`src/rtl/mfe_ctrl.sv`:
```
// mfe_ctrl: sequencing controller for the multimedia file encryption datapath.
// Builds the cipher key from keyboard characters and loads it into the core.
// Then streams a host-specified number of blocks through the core using
// valid/ready handshakes on the source and sink sides.
module mfe_ctrl #(
    parameter int unsigned KEY_CHARS  = 8,
    parameter int unsigned BLK_W      = 128,
    parameter int unsigned LEN_W      = 16,
    parameter logic [15:0] ENTER_CODE = 16'h005A,
    parameter logic [15:0] ESC_CODE   = 16'h0076
) (
    input  logic                    clk,
    input  logic                    rst,
    // keyboard side
    input  logic [15:0]             char_i,
    input  logic                    char_valid_i,
    // host control
    input  logic                    start_i,
    input  logic [LEN_W-1:0]        num_blocks_i,
    // key to core
    output logic [KEY_CHARS*16-1:0] key_o,
    output logic                    key_load_o,
    // block source
    input  logic [BLK_W-1:0]        in_data_i,
    input  logic                    in_valid_i,
    output logic                    in_ready_o,
    // cipher core
    output logic [BLK_W-1:0]        core_data_o,
    output logic                    core_start_o,
    input  logic                    core_done_i,
    input  logic [BLK_W-1:0]        core_result_i,
    // block sink
    output logic [BLK_W-1:0]        out_data_o,
    output logic                    out_valid_o,
    input  logic                    out_ready_i,
    // status
    output logic [LEN_W-1:0]        blk_count_o,
    output logic                    busy_o,
    output logic                    done_o,
    output logic                    key_ready_o
);

    localparam int unsigned KEY_W = KEY_CHARS * 16;
    localparam int unsigned CNT_W = $clog2(KEY_CHARS + 1);
    localparam logic [CNT_W-1:0] CntFull = CNT_W'(KEY_CHARS);

    typedef enum logic [2:0] {
        StKeyEntry,
        StKeyLoad,
        StWaitStart,
        StFetch,
        StRun,
        StEmit,
        StDone
    } state_e;

    state_e             state_q, state_d;
    logic [KEY_W-1:0]   key_q, key_d;
    logic [CNT_W-1:0]   cnt_q, cnt_d;
    logic [LEN_W-1:0]   len_q, len_d;
    logic [LEN_W-1:0]   blk_cnt_q, blk_cnt_d;
    logic [BLK_W-1:0]   core_data_q, core_data_d;
    logic [BLK_W-1:0]   out_data_q, out_data_d;
    // Set on entry to RUN so core_start_o fires on the first RUN cycle only.
    logic               start_pend_q, start_pend_d;

    logic               is_esc;
    logic               is_enter;
    logic               is_ord;
    logic [LEN_W-1:0]   blk_cnt_inc;

    assign is_esc      = char_valid_i && (char_i == ESC_CODE);
    assign is_enter    = char_valid_i && (char_i == ENTER_CODE);
    assign is_ord      = char_valid_i && !is_esc && !is_enter;
    assign blk_cnt_inc = blk_cnt_q + LEN_W'(1);

    // State and datapath registers; async reset clears everything.
    always_ff @(posedge clk or posedge rst) begin
        if (rst) begin
            state_q      <= StKeyEntry;
            key_q        <= '0;
            cnt_q        <= '0;
            len_q        <= '0;
            blk_cnt_q    <= '0;
            core_data_q  <= '0;
            out_data_q   <= '0;
            start_pend_q <= 1'b0;
        end else begin
            state_q      <= state_d;
            key_q        <= key_d;
            cnt_q        <= cnt_d;
            len_q        <= len_d;
            blk_cnt_q    <= blk_cnt_d;
            core_data_q  <= core_data_d;
            out_data_q   <= out_data_d;
            start_pend_q <= start_pend_d;
        end
    end

    // Next-state and datapath update logic.
    always_comb begin
        state_d      = state_q;
        key_d        = key_q;
        cnt_d        = cnt_q;
        len_d        = len_q;
        blk_cnt_d    = blk_cnt_q;
        core_data_d  = core_data_q;
        out_data_d   = out_data_q;
        start_pend_d = 1'b0;

        unique case (state_q)
            StKeyEntry: begin
                if (is_esc) begin
                    key_d = '0;
                    cnt_d = '0;
                end else if (is_enter) begin
                    // A short key is ignored; keep collecting characters.
                    if (cnt_q == CntFull) begin
                        state_d = StKeyLoad;
                    end
                end else if (is_ord && (cnt_q < CntFull)) begin
                    key_d = {key_q[KEY_W-17:0], char_i};
                    cnt_d = cnt_q + CNT_W'(1);
                end
            end

            StKeyLoad: begin
                state_d = StWaitStart;
            end

            StWaitStart, StDone: begin
                // ESC wins over a simultaneous start.
                if (is_esc) begin
                    state_d = StKeyEntry;
                    key_d   = '0;
                    cnt_d   = '0;
                end else if (start_i) begin
                    len_d     = num_blocks_i;
                    blk_cnt_d = '0;
                    state_d   = (num_blocks_i == '0) ? StDone : StFetch;
                end
            end

            StFetch: begin
                if (in_valid_i) begin
                    core_data_d  = in_data_i;
                    start_pend_d = 1'b1;
                    state_d      = StRun;
                end
            end

            StRun: begin
                if (core_done_i) begin
                    out_data_d = core_result_i;
                    state_d    = StEmit;
                end
            end

            StEmit: begin
                if (out_ready_i) begin
                    blk_cnt_d = blk_cnt_inc;
                    state_d   = (blk_cnt_inc == len_q) ? StDone : StFetch;
                end
            end

            default: begin
                state_d = StKeyEntry;
            end
        endcase
    end

    // Outputs decoded from the registered state only.
    always_comb begin
        key_load_o   = (state_q == StKeyLoad);
        in_ready_o   = (state_q == StFetch);
        core_start_o = (state_q == StRun) && start_pend_q;
        out_valid_o  = (state_q == StEmit);
        busy_o       = (state_q == StFetch) || (state_q == StRun) || (state_q == StEmit);
        done_o       = (state_q == StDone);
        key_ready_o  = (state_q != StKeyEntry) && (state_q != StKeyLoad);
    end

    assign key_o       = key_q;
    assign core_data_o = core_data_q;
    assign out_data_o  = out_data_q;
    assign blk_count_o = blk_cnt_q;

endmodule

```
`config.mk`:
```
export PLATFORM = sky130hd
export DESIGN_NAME = mfe_ctrl
export DESIGN_NICKNAME = d
export VERILOG_FILES = /design/src/rtl/mfe_ctrl.sv
export SDC_FILE = /design/constraint.sdc
export NUM_CORES = 1
export LEC_CHECK = 0
export ABC_CLOCK_PERIOD_IN_PS = 14650
export CAP_MARGIN = 30
export CORE_AREA = 2 2 276 278
export CTS_CLUSTER_SIZE = 30
export DETAILED_ROUTE_END_ITERATION = 12
export DIE_AREA = 0 0 278 280
export DONT_BUFFER_PORTS = 1
export PLACE_DENSITY_LB_ADDON = 0.1
export SLEW_MARGIN = 20
export SYNTH_ARGS = -nofsm -noshare
export SYNTH_HDL_FRONTEND = slang
export SYNTH_SLANG_ARGS = --single-unit
export TNS_END_PERCENT = 20
```
`constraint.sdc`:
```
create_clock -name clk -period 14.65 [get_ports clk]
set_input_delay 2.93 -clock clk [delete_from_list [all_inputs] [get_ports clk]]
set_output_delay 2.93 -clock clk [all_outputs]
set_load 0.02 [all_outputs]
```
# Yosys cells after proc, flatten, opt, wreduce, memory -nomap -nowiden
# Index checks and enable logic that the tools add are counted.
# op_classes
add_sub_neg,2
magnitude_cmp,1
n_eq_ne,23
n_mux,27
bitwise_logic,1
n_reduce_logical,23
# ops
op,n
128-bit two-way mux,4
128-bit case mux with 2 select lines,1
16-bit two-way mux,3
"16-bit by 7-bit == test with 1-bit output, second input constant",2
16-bit case mux with 2 select lines,1
3-bit two-way mux,10
3-bit case mux with 6 select lines,1
"16-bit by 1-bit adder with 16-bit output, second input constant",1
16-bit == test,1
16-bit zero test,1
4-bit two-way mux,4
"2-bit inequality test, second input constant",8
"3-bit == test, second input constant",3
"3-bit inequality test, second input constant",3
4-bit case mux with 2 select lines,1
4-bit AND reduction,2
1-bit logical AND,7
7-bit AND reduction,1
"3-bit by 2-bit == test with 1-bit output, second input constant",2
"4-bit by 1-bit adder with 4-bit output, second input constant",1
"4-bit == test, second input constant",1
"4-bit < comparator, second input constant",1
2-bit AND reduction,2
2-bit nonzero test,2
11 further kinds,14
# totals
regBits,424
input_bits,295
elab_cells,85

# Longest topological paths before layout
# depth
ltp_word,10
depth_mapped,8
depth_no_buf,7

# Worst setup path after synthesis
# Ideal clock, no wire load.
# synth_timing
path_kind,input -> register
start,input char_i[7]
end,"register key_q[119], in the netlist key_o[119]"
setup_time_ps,121
arrival_time_ps,4585
required_time_ps,14529
path_slack_ps,9944
cell_stages,8
path_buffers,2
path_cell_list,nor4bb_1 > nand4_1 > or3_4 > a21oi_4 > a21oi_2 > buf_6 > buf_6 > a22o_1
# synth_via
elab_chain_len,8
elab_cells_between_ends,15
# synth_lines
element,line_no,text
start: declaration,15,"input logic [15:0] char_i,"
16-bit by 7-bit == test with 1-bit output,72,assign is_esc = char_valid_i && (char_i == ESC_CODE);
1-bit logical AND,72,
1-bit zero test,74,assign is_ord = char_valid_i && !is_esc && !is_enter;
1-bit logical AND (2 in series),74,
1-bit logical AND,121,end else if (is_ord && (cnt_q < CntFull)) begin
3-bit inequality test (no source line),--,
4-bit AND reduction (no source line),--,
end signal: assignment,90,key_q <= key_d;
end: declaration,58,"logic [KEY_W-1:0] key_q, key_d;"
# Parallel ways exist; a longest one is shown, timed or not.
# A chain may end at the register's enable or synchronous reset.

# Worst setup path in the final report
# layout_timing
start,input char_i[7]
end,"register key_q[61], in the netlist key_o[61]"
# The elaborated chain is that of the path after synthesis.

==> metrics.txt <==
global-route wire length before repair=78.0 mm; top-count cell post-synth=dfrtp_1; vias=~9.5k; full die area=around 0.078 mm2; Detailed Routing Iterations Pass 1=4; Overall Global Routing Usage=0.135; ys async rst share=1.00; Seq/Total Area, Yosys=0.645; Crit. End Element=flip-flop; Area Overhead vs Synth=17.6%; vias per cell=4.44; Unique masters post-synth=52; clk sinks=between 400 and 500; clock slew at reported path FFs=about 60 ps; critical path required time=15170 ps; DIE HEIGHT=between 200 and 300 um; layout net count=1406; Clock Skew=approximately 20 ps; number of global-route vias before repair=roughly 10k; Hold Path Cell Cnt=1; share of post-route cells with drive strength above 1=0.337; Setup violations, final=0; routed len/inst=25.8 um; Clock Latency Late Sink=around 600 ps; Max rail drop VDD=~0.00009 V; top-area cell type share of the netlist area=0.645; Max-Cap Viols=0; die width=278 um; syn nets=approximately 1.4k; Hold Fails Final Rpt=0; design area=around 0.019 mm2; Post-Synthesis Cell Area=about 0.016 mm2; # DRC=0; R2R cell count=5; CTS tree=yes; slowest CP cell=nor4bb_1; CP Launch Type=input port; Final min period=about 5400 ps; DPL Wire Length=roughly 40 mm; Synth area leader=dfrtp_1; yosys warns=0; Initial Util=0.219; largest net degree at the start of global routing=roughly 160; slew of the pin with the lowest slew margin=just under 1000 ps; crit path kind=in -> reg; area of the multi-input gates=0.00549 mm2; WP data arrival=between 5000 and 6000 ps; CP Max Fanout=62; TNS Setup=0 ps; I/O Pins=approximately 700; hold_buf cts=0; First DRT Iteration DRCs=around 480; number of H-tree levels=2; Mean Syn Cell Area=approximately 15 um2; largest cells by area after synthesis=dfrtp_1, mux2_2, a22o_1; Reg area=roughly 0.011 mm2; Root Driver=clkbuf_16; Setup Fix Bufs, Post-CTS=0; Rows=between 100 and 150; clock tree buffer depth=3; cell count after synthesis=between 1k and 1.5k; highest clock rate=around 0.19 GHz; Relative slew margins=0.352; routability cong.=~0.76; dpl cell area=between 0.015 and 0.02 mm2; Hold Path Class=reg -> reg; Critical Path, Cell by Cell=nor4bb_1 > nand4_1 > o211ai_1 > a21oi_4 > a21oi_4 > buf_4 > buf_4 > buf_16 > a22o_1; Seq cells post-synth=424; PwrDens=264 mW/mm2; RSZ-0062 raised after global routing=no; PortBufs=0; final critical-path share of the clock period=0.367; grt ovf=0; Post-CTS Resized=0; Lkg Pwr=roughly 8.2 nW; initial antenna violation count=6; Post-synth EDFFs=0; Primary FF master, synth=dfrtp_1; Final ANT Viol Nets=0; Fill cells=7720; wirelength, routed=55.0 mm; Crit path largest cell delay=around 590 ps; Final Max Slew Viols=0; total CTS buffers=between 50 and 60; core area=about 0.075 mm2; synth cell count leaders=dfrtp_1, mux2_2, a22o_1, clkbuf_1, o21ai_0; outcome=complete, no violations
## registers in the layout, summed over array words and instances (netlist names)
| name | cells |
|---|---|
| out_data_o | 128 |
| len_q | 16 |
| blk_count_o | 16 |
| state_q | 3 |
| core_data_o | 128 |
| cnt_q | 4 |
| start_pend_q | 1 |
| key_o | 128 |
## power by group
part	switching [W]	internal (W)
Combinational	0.000365	0.000540
Sequential	0.00119	0.00170
Clock	0.000526	0.000787
## critical path, delay by kind of cell
family,cells,cell delay (ps)
buffers and inverters,3,1140
and+or+nand+nor,2,920
AOI/OAI and AO/OA,4,840
## layout by cell type (no fill, tap or decap), types with 11 or more instances in the layout
cell type / instances
o21ai_0: 28
buf_4: 11
nand2_1: 24
nor2_1: 21
a22o_1: 131
mux2_2: 275
nand3_1: 13
dfrtp_1: 424
clkbuf_1: 15
clkbuf_8: 12
xnor2_1: 17
clkbuf_16: 52
## cell type report
type	instances	area share
Sequential cell	424	0.548
Multi-Input combinational cell	603	0.284
Clock buffer	79	0.0787
Antenna cell	2	0.000259
Clock inverter	17	0.0118
Inverter	9	0.00194
Timing Repair Buffer	18	0.0119
Tap cell	978	0.0632
## stage by stage
stage | total power (W) | std cells | hold WS (ps) | setup WS (ps) | util
global route | 0.00538 | 2130 | 538 | 9070 | 0.257
detailed placement | 0.00385 | 2029 | 518 | 8440 | 0.233
global placement | 0.00383 | 2026 | 512 | 8440 | 0.232
finish | 0.00511 | 2130 | 526 | 9270 | 0.257
CTS | 0.00520 | 2125 | 529 | 9080 | 0.256
floorplan | 0.00342 | 1103 | 500 | 6000 | -
## worst paths after layout
check | end | slack [ps] | from
hold / removal | len_q[12] | 530 | len_q[12]
min in group asynchronous | out_data_o[20] | 2120 | rst
hold reg to reg | len_q[12] | 530 | len_q[12]
setup reg to reg | core_data_o[9] | 11470 | state_q[0]
max in group asynchronous | out_data_o[42] | 10630 | rst
setup / recovery | key_o[61] | 9270 | char_i[7]
## layer usage
metal | up-vias | GRT usage | wire length, um
li1 | 4088 | - | -
met1 | 4903 | 0.154 | 20500
met2 | 372 | 0.223 | 27200
met3 | 88 | 0.0648 | 5780
met4 | 8 | 0.0424 | 1480
met5 | - | 0 | 60
## cell families (layout without fill, tap and decap cells)
family,count (synthesis),after routing,share of synthesized area
AOI/OAI and AO/OA,192,192,0.0938
xor gates and xnor gates,23,23,0.0122
adders and majority gates,3,3,0.00228
buffers and inverters,76,123,0.0230
DFF,424,424,0.645
muxes,275,275,0.188
other,0,2,0
and+or+nand+nor,110,110,0.0358
No activity file was read; power rests on OpenSTA's default activity.
